File: src/rtl/pcie_rx_pkg.sv
// rtl/pcie_rx_pkg.sv - shared widths and beat layout for the PCIe RX stream adapter
package pcie_rx_pkg;

   localparam int RX_DATA_W = 128;
   localparam int RX_BEAT_W = 156;

   typedef struct packed {
      logic [RX_DATA_W-1:0] data;
      logic [15:0]          be;
      logic [7:0]           bardec;
      logic                 sop;
      logic                 eop;
      logic                 empty;
      logic                 err;
   } rx_beat_t;

endpackage

File: src/rtl/pcie_rx_fifo.sv
// rtl/pcie_rx_fifo.sv - single-clock FIFO with registered show-ahead read port
module pcie_rx_fifo
   import pcie_rx_pkg::*;
#(
   parameter int DEPTH = 8
)(
   input  logic                       clk,
   input  logic                       rst,
   input  logic                       wr_en,
   input  logic [RX_BEAT_W-1:0]       wr_data,
   input  logic                       rd_en,
   output logic [RX_BEAT_W-1:0]       rd_data,
   output logic                       full,
   output logic                       empty,
   output logic [$clog2(DEPTH):0]     count
);

   localparam int AW = $clog2(DEPTH);
   localparam int CW = AW + 1;

   logic [RX_BEAT_W-1:0] mem [DEPTH];
   logic [AW-1:0]        wr_ptr;
   logic [AW-1:0]        rd_ptr;
   logic [AW-1:0]        rd_ptr_next;
   logic [CW-1:0]        count_next;
   logic                 rd_ok;
   logic                 wr_ok;

   assign full        = (count == CW'(DEPTH));
   assign empty       = (count == '0);
   assign rd_ok       = rd_en && !empty;
   assign wr_ok       = wr_en && (!full || rd_ok);
   assign count_next  = count + CW'(wr_ok) - CW'(rd_ok);
   assign rd_ptr_next = rd_ptr + AW'(rd_ok);

   always_ff @(posedge clk) begin
      if (wr_ok)
         mem[wr_ptr] <= wr_data;
   end

   // rd_data always holds the head entry; an empty FIFO bypasses the write straight to it
   always_ff @(posedge clk) begin
      if (rst) begin
         wr_ptr  <= '0;
         rd_ptr  <= '0;
         count   <= '0;
         rd_data <= '0;
      end else begin
         wr_ptr <= wr_ptr + AW'(wr_ok);
         rd_ptr <= rd_ptr_next;
         count  <= count_next;
         if (wr_ok && (count - CW'(rd_ok)) == '0)
            rd_data <= wr_data;
         else if (count_next != '0)
            rd_data <= mem[rd_ptr_next];
      end
   end

endmodule

File: src/rtl/pcie_rx_st_adapter.sv
// rtl/pcie_rx_st_adapter.sv - hard-IP RX ready-latency absorber, BAR hold, framing/overflow flags
// Optional statistics counters are built when PCIE_RX_STATS_EN is defined.
module pcie_rx_st_adapter
   import pcie_rx_pkg::*;
#(
   parameter int DEPTH   = 8,
   parameter int RDY_LAT = 3
)(
   input  logic                 ava_clk,
   input  logic                 ava_rst,
   input  logic                 rx_st_valid,
   input  logic [RX_DATA_W-1:0] rx_st_data,
   input  logic                 rx_st_sop,
   input  logic                 rx_st_eop,
   input  logic                 rx_st_empty,
   input  logic                 rx_st_err,
   input  logic [7:0]           rx_st_bardec,
   input  logic [15:0]          rx_st_be,
   output logic                 rx_st_ready,
   output logic                 rx_st_mask,
   input  logic                 np_hold,
   output logic                 m_valid,
   input  logic                 m_ready,
   output logic [RX_DATA_W-1:0] m_data,
   output logic [15:0]          m_be,
   output logic                 m_sop,
   output logic                 m_eop,
   output logic                 m_empty,
   output logic                 m_err,
   output logic [7:0]           m_bardec,
   output logic                 overflow,
   output logic                 framing_err,
   output logic [31:0]          tlp_cnt,
   output logic [31:0]          stall_cnt
);

   localparam int CW = $clog2(DEPTH) + 1;
   localparam logic [CW-1:0] READY_THRESH = CW'(DEPTH - RDY_LAT - 1);

   rx_beat_t      in_beat;
   rx_beat_t      out_beat;
   logic [7:0]    bar_hold;
   logic          in_pkt;
   logic          fifo_full;
   logic          fifo_empty;
   logic [CW-1:0] fifo_count;
   logic [CW-1:0] occ_next;
   logic          rd;
   logic          wr_ok;

   always_comb begin
      in_beat        = '0;
      in_beat.data   = rx_st_data;
      in_beat.be     = rx_st_be;
      in_beat.bardec = rx_st_sop ? rx_st_bardec : bar_hold;
      in_beat.sop    = rx_st_sop;
      in_beat.eop    = rx_st_eop;
      in_beat.empty  = rx_st_empty;
      in_beat.err    = rx_st_err;
   end

   pcie_rx_fifo #(.DEPTH(DEPTH)) u_fifo (
      .clk     (ava_clk),
      .rst     (ava_rst),
      .wr_en   (rx_st_valid),
      .wr_data (in_beat),
      .rd_en   (rd),
      .rd_data (out_beat),
      .full    (fifo_full),
      .empty   (fifo_empty),
      .count   (fifo_count)
   );

   assign m_valid  = !fifo_empty;
   assign rd       = m_valid && m_ready;
   assign wr_ok    = rx_st_valid && (!fifo_full || rd);
   assign occ_next = fifo_count + CW'(wr_ok) - CW'(rd);

   assign m_data   = out_beat.data;
   assign m_be     = out_beat.be;
   assign m_bardec = out_beat.bardec;
   assign m_sop    = out_beat.sop;
   assign m_eop    = out_beat.eop;
   assign m_empty  = out_beat.empty;
   assign m_err    = out_beat.err;

   // The hard IP keeps sending for RDY_LAT cycles after ready drops, so ready looks ahead
   always_ff @(posedge ava_clk) begin
      if (ava_rst) begin
         rx_st_ready <= 1'b0;
         rx_st_mask  <= 1'b0;
         bar_hold    <= '0;
         in_pkt      <= 1'b0;
         overflow    <= 1'b0;
         framing_err <= 1'b0;
      end else begin
         rx_st_ready <= (occ_next <= READY_THRESH);
         rx_st_mask  <= np_hold;
         if (rx_st_valid) begin
            if (rx_st_sop)
               bar_hold <= rx_st_bardec;
            if (rx_st_eop)
               in_pkt <= 1'b0;
            else if (rx_st_sop)
               in_pkt <= 1'b1;
            if ((rx_st_sop && in_pkt) || (!rx_st_sop && !in_pkt))
               framing_err <= 1'b1;
            if (!wr_ok)
               overflow <= 1'b1;
         end
      end
   end

`ifdef PCIE_RX_STATS_EN
   always_ff @(posedge ava_clk) begin
      if (ava_rst) begin
         tlp_cnt   <= '0;
         stall_cnt <= '0;
      end else begin
         if (wr_ok && rx_st_eop)
            tlp_cnt <= tlp_cnt + 32'd1;
         if (!rx_st_ready)
            stall_cnt <= stall_cnt + 32'd1;
      end
   end
`else
   assign tlp_cnt   = '0;
   assign stall_cnt = '0;
`endif

endmodule

File: config.mk
export PLATFORM = sky130hd
export DESIGN_NAME = pcie_rx_st_adapter
export DESIGN_NICKNAME = d
export VERILOG_FILES = /design/src/rtl/pcie_rx_pkg.sv /design/src/rtl/pcie_rx_fifo.sv /design/src/rtl/pcie_rx_st_adapter.sv
export SDC_FILE = /design/constraint.sdc
export NUM_CORES = 2
export LEC_CHECK = 0
export ABC_AREA = 1
export CELL_PAD_IN_SITES_DETAIL_PLACEMENT = 0
export CELL_PAD_IN_SITES_GLOBAL_PLACEMENT = 1
export CORE_ASPECT_RATIO = 0.7
export CORE_MARGIN = 8
export CORE_UTILIZATION = 46
export CTS_CLUSTER_DIAMETER = 120
export DETAILED_ROUTE_END_ITERATION = 10
export GPL_TIMING_DRIVEN = 0
export PLACE_DENSITY_LB_ADDON = 0.25
export SLEW_MARGIN = 30
export SYNTH_ARGS = -nofsm -noshare
export SYNTH_HDL_FRONTEND = slang
export SYNTH_SLANG_ARGS = --single-unit
File: constraint.sdc
create_clock -name ava_clk -period 15.95 [get_ports ava_clk]
set_input_delay 4.785 -clock ava_clk [delete_from_list [all_inputs] [get_ports ava_clk]]
set_output_delay 4.785 -clock ava_clk [all_outputs]
set_load 0.05 [all_outputs]
==> impl_metrics.tcl <==
set metrics [dict create \
    status "completed" \
    ys_async_sr_fraction_pct 0 \
    hold_path.class "reg2reg" \
    first_global_vias 45600 \
    crit_path_start "m_ready" \
    setup_ws_ns 7.93 \
    r2r_setup_slack_ns 11.88 \
    start_kind "primary input" \
    cts_buffers 143 \
    crit_arrival_ns 8.69 \
    dp_hpwl_um 133000 \
    cts_tree "built" \
    ir_drop_mv 0.124 \
    io_buffer_count 320 \
    yosys_warnings 0 \
    synthCells 7193 \
    yosys.area_share.simple_pct 24.3 \
    grt_remaining_overflow 0 \
    hold_buffers 0 \
    clockBufferDepth 3 \
    seq_area_frac_synth_pct 63.1 \
    synth-edff-count 1248 \
    power.density_nw_per_um2 195 \
    num_rows 115 \
    path_clk_slew_ns 0.06 \
    p_switching_mw 6.65 \
    grt_max_degree 22 \
    finalMaxSlewViolations 0 \
    synthTopCellsByArea "edfxtp_1 58%, nand2_1 15%, inv_1 8.3%" \
    cts_setup_buffers 0 \
    internal_power_mw 8.56 \
    crit_type "in2reg" \
    track_usage_pct 24.7 \
    yosysTopAreaCellShare_pct 57.6 \
    slew-limit-headroom_pct 31.5 \
    gp_congestion 0.839 \
    cts_resized 0 \
    dieArea_um2 154000 \
    fill_cells 12500 \
    rsz0062_at_grt "false" \
    fp.dieW_um 465 \
    whs_path_depth 1 \
    num_vias 48200 \
    die_h_um 331 \
    cts_root_buf "clkbuf_16" \
    power_frac_clock_pct 22.9 \
    required_ns 16.61 \
    netSwitchingFraction_pct 43.7 \
    synth-main-ff-cell "edfxtp_1" \
    synthAdderAreaFrac_pct 0.350 \
    coreArea_um2 140000 \
    seqPwrFrac_pct 30.2 \
    synth-xor-area-share_pct 0.0404 \
    drive_above_1_share_pct 7.99 \
    initial_core_util_pct 46.3 \
    crit_path_max_fanout 10 \
    fmax_mhz 125 \
    timing_hold_violations_final 0 \
    pre_cts_ws_ns 7.13 \
    hold_slack_ns 0.475 \
    final.setup_skew_ns 0.0177 \
    reg2reg_depth 18 \
    timing.rr.start "u_fifo.count[2]" \
    drc 0 \
    finalCritPeriodShare_pct 50.3 \
    cts.sinks 1427 \
    syn_area_um2 65000 \
    crit_path_end_kind "register" \
    drt_iter0_drc 4449 \
    fin_nets 7982 \
    r2r-end "u_fifo.rd_data[114]" \
    detail-route-antenna-nets 0 \
    area_delta_synth_final_pct 19.9 \
    synth_compound_area_share_pct 0.190 \
    synth_mux_area_share_pct 0 \
    dr.pass1.iters 5 \
    yosysUniqueCellTypes 29 \
    clock_latency_ns 0.77 \
    synth-seq-cells 1427 \
    drv_cap 0 \
    tightest_slew_ns 1.03 \
    vias_per_cell 4.92 \
    synth_top_family_by_area "simple AND/OR/NAND/NOR gates" \
    share_comb_of_total_power_pct 46.9 \
    hold_path.startpoint "overflow" \
    antenna_found_initial 23 \
    finalSetupTns_ns 0 \
    hold_end "overflow" \
    routed_wl_um 194000 \
    avgSynthCellArea_um2 9.04 \
    io_pins 386 \
    setup_violations 0 \
    yosysTopAreaCell "edfxtp_1" \
    grt_pass1_wl_um 286000 \
    power.leakage_nw 35.8 \
    htreeDepth 4 \
    post-route-min-period_ns 8.02 \
    drt-wirelength-per-cell_um 19.7 \
]
critical path: stages:
cell and delay (ns):
clkdlybuf4s50_1 0.53, inv_1 0.09, o211ai_2 0.47, buf_4 0.33, nand2_1 0.15, inv_1 0.14
ha_1 0.18, inv_1 0.07, fa_1 0.54, inv_1 0.05, nor2_1 0.09, nand2_1 0.09
nor2_2 0.30, buf_6 0.35, buf_4 0.26, nand3_1 0.09, nand2_1 0.07, nor2_1 0.05
synthesized netlist by cell type (3+ instances only):
cell type,number
a21oi_1,7
buf_1,32
buf_2,218
buf_4,86
buf_6,14
clkbuf_1,96
dfxtp_1,179
edfxtp_1,1248
ha_1,15
inv_1,1434
inv_2,5
nand2_1,2538
nand3_1,784
nand4_1,156
nor2_1,350
nor2_2,3
o21ai_0,12
xnor2_1,3
cell usage in the layout, fill, tap and decap left out, types with 2 or more instances in the layout:
cell type and n:
a21oi_1 7, buf_1 32, buf_16 81, buf_2 218, buf_4 86, buf_6 14, bufinv_16 16, clkbuf_1 132
clkbuf_16 151, clkbuf_2 4, clkbuf_8 11, clkdlybuf4s50_1 320, clkinv_1 22, clkinv_2 16, clkinvlp_4 4, conb_1 64
dfxtp_1 179, diode_2 14, edfxtp_1 1248, fa_1 2, ha_1 15, inv_1 1434, inv_2 5, inv_6 5
nand2_1 2538, nand3_1 784, nand4_1 156, nor2_1 342, nor2_2 3, nor2_4 9, o21ai_0 12, or2_2 2
xnor2_1 3
state kept, by name (all words and copies together) (netlist names):
signal          cells
rx_st_ready         1
u_fifo.mem       1248
overflow            1
u_fifo.wr_ptr       3
u_fifo.rd_ptr       3
rx_st_mask          1
u_fifo.count        4
in_pkt              1
bar_hold            8
u_fifo.rd_data    156
framing_err         1
through the flow:
| stage | util [%] | area (µm²) | instances | power [mW] |
|---|---|---|---|---|
| after CTS | 55.5 | 78000 | 9797 | 15.3 |
| after detailed placement | 52.1 | 73200 | 9531 | 11.8 |
| after global routing | 55.5 | 78000 | 9805 | 16.2 |
| after global placement | 50.4 | 70800 | 9448 | 11.7 |
| after floorplan | - | 65300 | 7256 | 9.22 |
| final | 55.5 | 78000 | 9811 | 15.2 |
per-layer routing:
metal	part of all wire, %	GRT usage [%]	wire length, µm
met5	0.027	0	53
met4	3.1	8.38	6000
met3	7.7	4.05	14900
met2	45	39.4	87800
met1	44	34.5	84800
worst max path at each step:
| stage | to | cells after the start |
|---|---|---|
| after floorplan | u_fifo.mem[0][0] | 6 |
| after global placement | u_fifo.mem[6][40] | 7 |
| after detailed placement | u_fifo.rd_data[117] | 18 |
| after CTS | u_fifo.rd_data[117] | 18 |
| after global routing | u_fifo.rd_data[121] | 18 |
| final | u_fifo.rd_data[114] | 18 |
logic make-up (layout without fill, tap and decap cells):
| logic type | Yosys count | in the layout |
|---|---|---|
| other | 1 | 78 |
| AO/OA/AOI/OAI | 22 | 22 |
| XOR/XNOR | 3 | 3 |
| AND/OR/NAND/NOR | 3838 | 3838 |
| buffers and inverters | 1885 | 2554 |
| flip-flops | 1427 | 1427 |
| adder cells (fa/ha/maj) | 17 | 17 |
power groups by stage:
stage	clock network (mW)	registers, mW	logic, mW
floorplan	0	5.23	3.99
detailed placement	0	4.68	7.11
finish	3.48	4.60	7.13
global route	3.68	4.62	7.86
CTS	3.54	4.60	7.14
global placement	0	4.77	6.94
final cells by class:
class	count	area [µm²]	share of cell area, %
multi-input cells	3944	16500	21.2
well taps	1872	2340	3.00
flip-flops and latches	1427	41100	52.6
inverters	1439	5400	6.92
clock inverters	64	726	0.930
diodes	14	35.0	0.0449
clock buffers	202	4080	5.23
repair buffers	403	5470	7.01
plain buffers	446	2380	3.05
No activity file was read; power rests on OpenSTA's default activity.
